**config.mk**
```make
export PLATFORM = sky130hd
export DESIGN_NAME = id_stage_flat
export DESIGN_NICKNAME = d
export VERILOG_FILES = /design/src/rtl/id_stage_if.sv /design/src/rtl/id_stage.sv /design/src/flat_wrapper.sv
export SDC_FILE = /design/constraint.sdc
export NUM_CORES = 1
export LEC_CHECK = 0
export CAP_MARGIN = 15
export CORE_MARGIN = 5
export CORE_UTILIZATION = 40
export DETAILED_ROUTE_END_ITERATION = 7
export DONT_BUFFER_PORTS = 1
export GPL_TIMING_DRIVEN = 0
export SYNTH_ARGS = -nofsm -noshare
export SYNTH_HDL_FRONTEND = slang
export SYNTH_SLANG_ARGS = --single-unit
```
**constraint.sdc**
```tcl
create_clock -name clk -period 18 [get_ports clk]
set_input_delay 5.4 -clock clk [delete_from_list [all_inputs] [get_ports clk]]
set_output_delay 5.4 -clock clk [all_outputs]
set_load 0.03 [all_outputs]
```
**src/rtl/id_stage_if.sv**
```systemverilog
// id_stage_if: IF/ID, write-back and ID/EX-facing signals of the LC-3b decode stage.
//   slave  : the decode stage (id_stage)
//   master : the surrounding pipeline (IF/ID register, WB stage, ID/EX register)
interface id_stage_if;
    logic        if_id_valid;
    logic [15:0] if_id_pc;
    logic [15:0] if_id_ir;
    logic        flush;
    logic        mem_stall;
    logic        wb_regfile_we;
    logic [2:0]  wb_dest;
    logic [15:0] wb_data;
    logic        wb_cc_we;
    logic        wb_is_load;
    logic [15:0] pc_out;
    logic [15:0] ir_out;
    logic [15:0] reg_a_out;
    logic [15:0] reg_b_out;
    logic [2:0]  cc_out;
    logic [29:0] ctrl_out;
    logic        id_ex_load;
    logic        id_ex_clear;
    logic        if_id_load;

    modport slave (
        input  if_id_valid, if_id_pc, if_id_ir, flush, mem_stall,
               wb_regfile_we, wb_dest, wb_data, wb_cc_we, wb_is_load,
        output pc_out, ir_out, reg_a_out, reg_b_out, cc_out, ctrl_out,
               id_ex_load, id_ex_clear, if_id_load
    );

    modport master (
        output if_id_valid, if_id_pc, if_id_ir, flush, mem_stall,
               wb_regfile_we, wb_dest, wb_data, wb_cc_we, wb_is_load,
        input  pc_out, ir_out, reg_a_out, reg_b_out, cc_out, ctrl_out,
               id_ex_load, id_ex_clear, if_id_load
    );
endinterface

```
**src/rtl/id_stage.sv**
```systemverilog
// id_stage: LC-3b decode stage -- register file, NZP register, decode,
// write-through operand read and load-use interlock via a load scoreboard.
//   clk   : pipeline clock, rising edge
//   reset : asynchronous active-high, clears registers, counters, NZP=010
//   bus   : id_stage_if.slave -- IF/ID inputs, flush/mem_stall, WB port,
//           ID/EX operand/control outputs and pipeline load/clear controls
// ctrl_out layout (msb..lsb): opcode[4] aluop[3] load_regfile load_cc
//   mem_read mem_write mem_byte indirect is_br is_jmp is_jsr is_trap use_imm
//   dest[3] sr1[3] sr2[3] sr1_used sr2_used cc_used
module id_stage (
    input  logic       clk,
    input  logic       reset,
    id_stage_if.slave  bus
);
    localparam int BR = 0, ADD = 1, LDB = 2, STB = 3, JSR = 4, AND = 5, LDR = 6, STR = 7;
    localparam int NOT = 9, LDI = 10, STI = 11, JMP = 12, SHF = 13, LEA = 14, TRAP = 15;

    typedef struct packed {
        logic [3:0] opcode;
        logic [2:0] aluop;
        logic       load_regfile;
        logic       load_cc;
        logic       mem_read;
        logic       mem_write;
        logic       mem_byte;
        logic       indirect;
        logic       is_br;
        logic       is_jmp;
        logic       is_jsr;
        logic       is_trap;
        logic       use_imm;
        logic [2:0] dest;
        logic [2:0] sr1;
        logic [2:0] sr2;
        logic       sr1_used;
        logic       sr2_used;
        logic       cc_used;
    } ctrl_t;

    logic [15:0] rf [8];
    logic [1:0]  cnt [8];
    logic [1:0]  cc_cnt;
    logic [2:0]  cc;
    logic [15:0] ir, oh;
    logic [2:0]  sr1, sr2, dest, wb_nzp;
    logic        is_st, is_load, writes, sr1_used, sr2_used;
    logic        haz_a, haz_b, haz_cc, stall, inc_ld, dec_ld;
    ctrl_t       ctrl;

    assign ir       = bus.if_id_ir;
    assign oh       = 16'd1 << ir[15:12];
    assign is_st    = oh[STR] | oh[STB] | oh[STI];
    assign is_load  = oh[LDR] | oh[LDB] | oh[LDI];
    assign writes   = oh[ADD] | oh[AND] | oh[NOT] | oh[LEA] | oh[SHF] | is_load | oh[JSR] | oh[TRAP];
    assign sr1      = ir[8:6];
    assign sr2      = is_st ? ir[11:9] : ir[2:0];
    assign dest     = (oh[JSR] | oh[TRAP]) ? 3'd7 : ir[11:9];
    assign sr1_used = oh[ADD] | oh[AND] | oh[NOT] | is_load | is_st | oh[JMP] | (oh[JSR] & ~ir[11]) | oh[SHF];
    assign sr2_used = ((oh[ADD] | oh[AND]) & ~ir[5]) | is_st;

    always_comb begin
        ctrl = '0;
        if (bus.if_id_valid) begin
            ctrl.opcode       = ir[15:12];
            ctrl.aluop        = oh[AND] ? 3'd1 : oh[NOT] ? 3'd2 : oh[LEA] ? 3'd3 :
                                oh[SHF] ? (ir[4] ? (ir[5] ? 3'd6 : 3'd5) : 3'd4) : 3'd0;
            ctrl.load_regfile = writes;
            ctrl.load_cc      = oh[ADD] | oh[AND] | oh[NOT] | oh[SHF] | is_load;
            ctrl.mem_read     = is_load;
            ctrl.mem_write    = is_st;
            ctrl.mem_byte     = oh[LDB] | oh[STB];
            ctrl.indirect     = oh[LDI] | oh[STI];
            ctrl.is_br        = oh[BR];
            ctrl.is_jmp       = oh[JMP];
            ctrl.is_jsr       = oh[JSR];
            ctrl.is_trap      = oh[TRAP];
            ctrl.use_imm      = (oh[ADD] | oh[AND]) & ir[5];
            ctrl.dest         = dest;
            ctrl.sr1          = sr1;
            ctrl.sr2          = sr2;
            ctrl.sr1_used     = sr1_used;
            ctrl.sr2_used     = sr2_used;
            ctrl.cc_used      = oh[BR];
        end
    end

    // A single in-flight load that is retiring this cycle is not a hazard:
    // its data reaches the consumer through the write-through read path.
    assign dec_ld = bus.wb_is_load & bus.wb_regfile_we;
    assign haz_a  = sr1_used && cnt[sr1] != 2'd0 && !(cnt[sr1] == 2'd1 && dec_ld && bus.wb_dest == sr1);
    assign haz_b  = sr2_used && cnt[sr2] != 2'd0 && !(cnt[sr2] == 2'd1 && dec_ld && bus.wb_dest == sr2);
    assign haz_cc = oh[BR] && cc_cnt != 2'd0 && !(cc_cnt == 2'd1 && bus.wb_is_load && bus.wb_cc_we);
    assign stall  = bus.if_id_valid & (haz_a | haz_b | haz_cc);
    assign inc_ld = bus.if_id_valid & ~stall & ~bus.flush & ~bus.mem_stall & is_load;

    assign wb_nzp = {bus.wb_data[15], bus.wb_data == 16'd0, !bus.wb_data[15] && bus.wb_data != 16'd0};

    assign bus.pc_out      = bus.if_id_pc;
    assign bus.ir_out      = ir;
    assign bus.ctrl_out    = ctrl;
    assign bus.reg_a_out   = (bus.wb_regfile_we && bus.wb_dest == sr1) ? bus.wb_data : rf[sr1];
    assign bus.reg_b_out   = (bus.wb_regfile_we && bus.wb_dest == sr2) ? bus.wb_data : rf[sr2];
    assign bus.cc_out      = bus.wb_cc_we ? wb_nzp : cc;
    assign bus.if_id_load  = !bus.mem_stall && !stall;
    assign bus.id_ex_load  = !bus.mem_stall;
    assign bus.id_ex_clear = !bus.mem_stall && (stall || bus.flush || !bus.if_id_valid);

    always_ff @(posedge clk or posedge reset) begin
        if (reset) begin
            for (int i = 0; i < 8; i++) begin
                rf[i]  <= '0;
                cnt[i] <= '0;
            end
            cc     <= 3'b010;
            cc_cnt <= '0;
        end else begin
            if (bus.wb_regfile_we)
                rf[bus.wb_dest] <= bus.wb_data;
            if (bus.wb_cc_we)
                cc <= wb_nzp;
            for (int i = 0; i < 8; i++)
                cnt[i] <= cnt[i] + 2'(inc_ld && ir[11:9] == 3'(i)) - 2'(dec_ld && bus.wb_dest == 3'(i));
            cc_cnt <= cc_cnt + 2'(inc_ld) - 2'(dec_ld);
        end
    end
endmodule

```
**src/flat_wrapper.sv**
```systemverilog
// flat-port wrapper written by rule: the top's interface ports become plain ports
module id_stage_flat 
  (clk, reset, bus_if_id_valid, bus_if_id_pc, bus_if_id_ir, bus_flush, bus_mem_stall, bus_wb_regfile_we, bus_wb_dest, bus_wb_data, bus_wb_cc_we, bus_wb_is_load, bus_pc_out, bus_ir_out, bus_reg_a_out, bus_reg_b_out, bus_cc_out, bus_ctrl_out, bus_id_ex_load, bus_id_ex_clear, bus_if_id_load);
  id_stage_if bus_i ();
  input  logic clk;
  input  logic reset;
  input wire logic [$bits(bus_i.if_id_valid)-1:0] bus_if_id_valid;
  input wire logic [$bits(bus_i.if_id_pc)-1:0] bus_if_id_pc;
  input wire logic [$bits(bus_i.if_id_ir)-1:0] bus_if_id_ir;
  input wire logic [$bits(bus_i.flush)-1:0] bus_flush;
  input wire logic [$bits(bus_i.mem_stall)-1:0] bus_mem_stall;
  input wire logic [$bits(bus_i.wb_regfile_we)-1:0] bus_wb_regfile_we;
  input wire logic [$bits(bus_i.wb_dest)-1:0] bus_wb_dest;
  input wire logic [$bits(bus_i.wb_data)-1:0] bus_wb_data;
  input wire logic [$bits(bus_i.wb_cc_we)-1:0] bus_wb_cc_we;
  input wire logic [$bits(bus_i.wb_is_load)-1:0] bus_wb_is_load;
  output wire logic [$bits(bus_i.pc_out)-1:0] bus_pc_out;
  output wire logic [$bits(bus_i.ir_out)-1:0] bus_ir_out;
  output wire logic [$bits(bus_i.reg_a_out)-1:0] bus_reg_a_out;
  output wire logic [$bits(bus_i.reg_b_out)-1:0] bus_reg_b_out;
  output wire logic [$bits(bus_i.cc_out)-1:0] bus_cc_out;
  output wire logic [$bits(bus_i.ctrl_out)-1:0] bus_ctrl_out;
  output wire logic [$bits(bus_i.id_ex_load)-1:0] bus_id_ex_load;
  output wire logic [$bits(bus_i.id_ex_clear)-1:0] bus_id_ex_clear;
  output wire logic [$bits(bus_i.if_id_load)-1:0] bus_if_id_load;
  assign bus_i.if_id_valid = bus_if_id_valid;
  assign bus_i.if_id_pc = bus_if_id_pc;
  assign bus_i.if_id_ir = bus_if_id_ir;
  assign bus_i.flush = bus_flush;
  assign bus_i.mem_stall = bus_mem_stall;
  assign bus_i.wb_regfile_we = bus_wb_regfile_we;
  assign bus_i.wb_dest = bus_wb_dest;
  assign bus_i.wb_data = bus_wb_data;
  assign bus_i.wb_cc_we = bus_wb_cc_we;
  assign bus_i.wb_is_load = bus_wb_is_load;
  assign bus_pc_out = bus_i.pc_out;
  assign bus_ir_out = bus_i.ir_out;
  assign bus_reg_a_out = bus_i.reg_a_out;
  assign bus_reg_b_out = bus_i.reg_b_out;
  assign bus_cc_out = bus_i.cc_out;
  assign bus_ctrl_out = bus_i.ctrl_out;
  assign bus_id_ex_load = bus_i.id_ex_load;
  assign bus_id_ex_clear = bus_i.id_ex_clear;
  assign bus_if_id_load = bus_i.if_id_load;
  id_stage u_core (.clk(clk), .reset(reset), .bus(bus_i));
endmodule
```
==> results.toml <==
[global_route]
grtUsageTotal_pct = 22.42
grt_max_degree = 89
grt_pass1_wl_um = 45410
antenna_found_initial = 0
grt_pass1_vias = 7428
overflow = 0

[clock_tree]
path_clk_slew_ns = 0.07
clk_latency_ns = 0.43
cts_max_level = 4
cts_made_buffers = 17
cts-hold-fix-buffers = 0
cts_tree = "done"
post_cts_buffers = 0
cts_buffer_depth = 2
cts_resized = 0
cts-root-buf = "clkbuf_16"
clock_sinks = 149

[setup_path]
cp_cell_sequence = "buf_2 > nand2_2 > nor2_4 > mux2i_1 > buf_2 > buf_1 > nand2_1 > nand3_1 > a31oi_1 > o21ai_0"
end_kind = "output port"
r2r_slack_ns = 15.23
worstRegToRegCells = 9
crit_type = "primary input to output port"
crit_arrival_ns = 8.71
timing.rr.end = "u_core.cnt[11]"
rr_startpoint = "u_core.cnt[0]"
path_common_cell = "buf_2"
critPathMaxFanout = 10
startpoint_type = "primary input"
slowest_delay_ns = 0.90
crit_slowest_cell = "o21ai_0"
cp.required_ns = 12.60

[sta]
tns_ns = 0
fmax_mhz = 70.87
fin_hold_ws_ns = 0.4874
slew_headroom_pct = 22.44
fin_crit_ns = 14.11
rsz0062_at_grt = "no"
setup_viol = 0
min_period_over_period_pct = 78.39
worst_pin_slew_ns = 1.151
hold_violations = 0
skew_ns = 0.01068
finalMaxSlewViolations = 0

[worst_hold_path]
min_path_type = "flop to flop"
min_path_cells = 1
min_to = "u_core.cnt[3]"
hold_start = "u_core.cnt[3]"

[yosys]
synth_top_area_share_pct = 39.01
syn_avg_cell_area_sq_um = 10.39
synth_async_sr_flop_share_pct = 100.0
synthSimpleGateAreaFrac_pct = 14.59
yosys-top-cells-area = "dfrtp_1, mux2_2, mux4_2, nand2_1, buf_4"
yosysWarnings = 0
synth_top_area_cell = "dfrtp_1"
syn_nets = 990
synth_cells = 914
synth_xor_xnor_area_share_pct = 2.399
ys_types = 55
synth-seq-area-share_pct = 39.29
synth_mux_area_share_pct = 26.63
synth_compound_area_share_pct = 7.802
synth_top_family_by_area = "multiplexers"
synthesis.area_sq_um = 9494
synth_top_flop_cell = "dfrtp_1"
synth_fa_ha_area_share_pct = 2.240
ys_ff_latch = 149
synth_edf_count = 0

[place]
place_congestion = 0.9031
hpwl_um = 21750
port-buffer-count = 0

[cells_and_area]
area_growth_pct = 11.25
drive_above_1_share_pct = 28.71
diodes = 0
fin_util_pct = 45.13
fin_nets = 1015

[pwr]
powerDensity_nw_per_um2 = 114.0
peakVddDrop_mv = 0.07661
total_power_w = 0.001204
p_leak_nw = 4.418

[floorplanning]
die_w_um = 164.1
initial_utilization_pct = 40.57
die_area_sq_um = 26920
die_y_um = 164.1
num_rows = 56
ios = 159
coreArea_sq_um = 23400

[detailed_routing]
route.detailed.wl_per_inst_um = 23.90
first_iter_violations = 629
vias = 7513
wirelength_um = 30360
post-route-drc-count = 0
final_antenna_net_count = 0
via_per_inst = 5.916
first_pass_iters = 5

[flow_run]
drv_cap = 0

[status]
status = "completed"
## through the flow
step	area, sq um	instances	setup slack (ns)
final	10560	1270	3.890
after global routing	10560	1270	3.671
after CTS	10560	1270	3.931
after detailed placement	9978	1239	3.923
after global placement	9893	1233	3.854
after floorplan	9494	914	4.936
## worst max-delay path by stage
stage / from / endpoint / slack (ns)
final: bus_if_id_ir[12] / bus_reg_b_out[3] / 3.89
after global routing: bus_if_id_ir[12] / bus_reg_b_out[3] / 3.67
after CTS: bus_if_id_ir[12] / bus_reg_b_out[0] / 3.93
after detailed placement: bus_if_id_ir[12] / bus_reg_b_out[0] / 3.92
after global placement: bus_if_id_ir[12] / bus_reg_b_out[15] / 3.85
after floorplan: bus_if_id_ir[12] / bus_reg_b_out[10] / 4.94
## sequential cells by signal, summed over array words and instances (netlist names)
signal	flops
u_core.cnt	16
u_core.cc_cnt	2
u_core.cc	3
u_core.rf	128
## logic make-up (layout without fill, tap and decap cells)
logic type,count (synthesis),after routing
AO/OA/AOI/OAI,111,111
XOR/XNOR,26,26
buffers and inverters,139,176
adder cells (fa/ha/maj),17,17
flip-flops,149,149
multiplexers,191,191
AND/OR/NAND/NOR,281,281
## critical path: cells and delay by family
| family | cells | cell delay [ns] |
|---|---|---|
| AO/OA/AOI/OAI | 2 | 0.98 |
| buffers and inverters | 3 | 1.20 |
| multiplexers | 1 | 0.58 |
| AND/OR/NAND/NOR | 4 | 0.54 |
## per-layer routing
layer	vias to the layer above	part of all wire [%]	global-route usage [%]
met5	-	0	0
met4	0	2.3	6.596
met3	57	10	5.972
met2	422	46	35.80
met1	3735	41	30.06
li1	3299	-	-
## area by class of cell
| type | instances | area, sq um |
|---|---|---|
| Fill cell | 2250 | 12840 |
| Inverter | 27 | 106.4 |
| Clock buffer | 19 | 452.9 |
| Tap cell | 319 | 399.1 |
| Clock inverter | 12 | 131.4 |
| Sequential cell | 149 | 3730 |
| Multi-Input combinational cell | 626 | 5112 |
| Buffer | 112 | 568.0 |
| Timing Repair Buffer | 6 | 62.56 |
## placed cells by master (no fill, tap or decap), types with 5 or more instances in the layout
| cell type | instances |
|---|---|
| inv_1 | 25 |
| and3_1 | 19 |
| nor3_1 | 7 |
| nor4_1 | 9 |
| a31oi_1 | 18 |
| clkbuf_1 | 54 |
| a21oi_1 | 28 |
| buf_2 | 14 |
| clkbuf_16 | 17 |
| buf_1 | 11 |
| ha_1 | 17 |
| dfrtp_1 | 148 |
| nand2_1 | 126 |
| mux2i_1 | 22 |
| a211oi_1 | 16 |
| nor2_1 | 42 |
| nor4b_2 | 5 |
| nand3_1 | 36 |
| xor2_1 | 5 |
| mux2_2 | 133 |
| a311oi_1 | 17 |
| buf_4 | 37 |
| mux4_2 | 36 |
| and2_1 | 10 |
| o21ai_0 | 16 |
| xnor2_1 | 21 |
## cell usage after synthesis, types with 2 or more instances
cell	n
o21ai_1	2
a21oi_1	28
dfrtp_1	148
nor4_2	2
and2_1	10
xnor2_1	21
nor4_1	10
a2111oi_0	2
mux2i_1	22
o21ai_0	16
nand2_1	126
clkbuf_1	54
a311oi_1	17
nor2b_1	4
nand2b_1	4
a31oi_1	18
buf_2	13
inv_1	26
nor4b_2	4
a2111o_1	2
a211oi_1	16
mux2_2	133
buf_1	11
a211o_1	2
nor2_1	42
nand4b_1	3
a22oi_1	2
nor3b_1	3
nor3_1	7
xor2_1	5
nand3_1	36
ha_1	17
mux4_2	36
and3_1	19
buf_4	33
## report_power, final
group	switching (W)	total, W	internal (W)
sequential	0.0000690	0.000489	0.000420
clock	0.000147	0.000357	0.000210
combinational	0.000202	0.000358	0.000155
total	0.000418	0.00120	0.000786
Power figures use the tool's default switching activity.
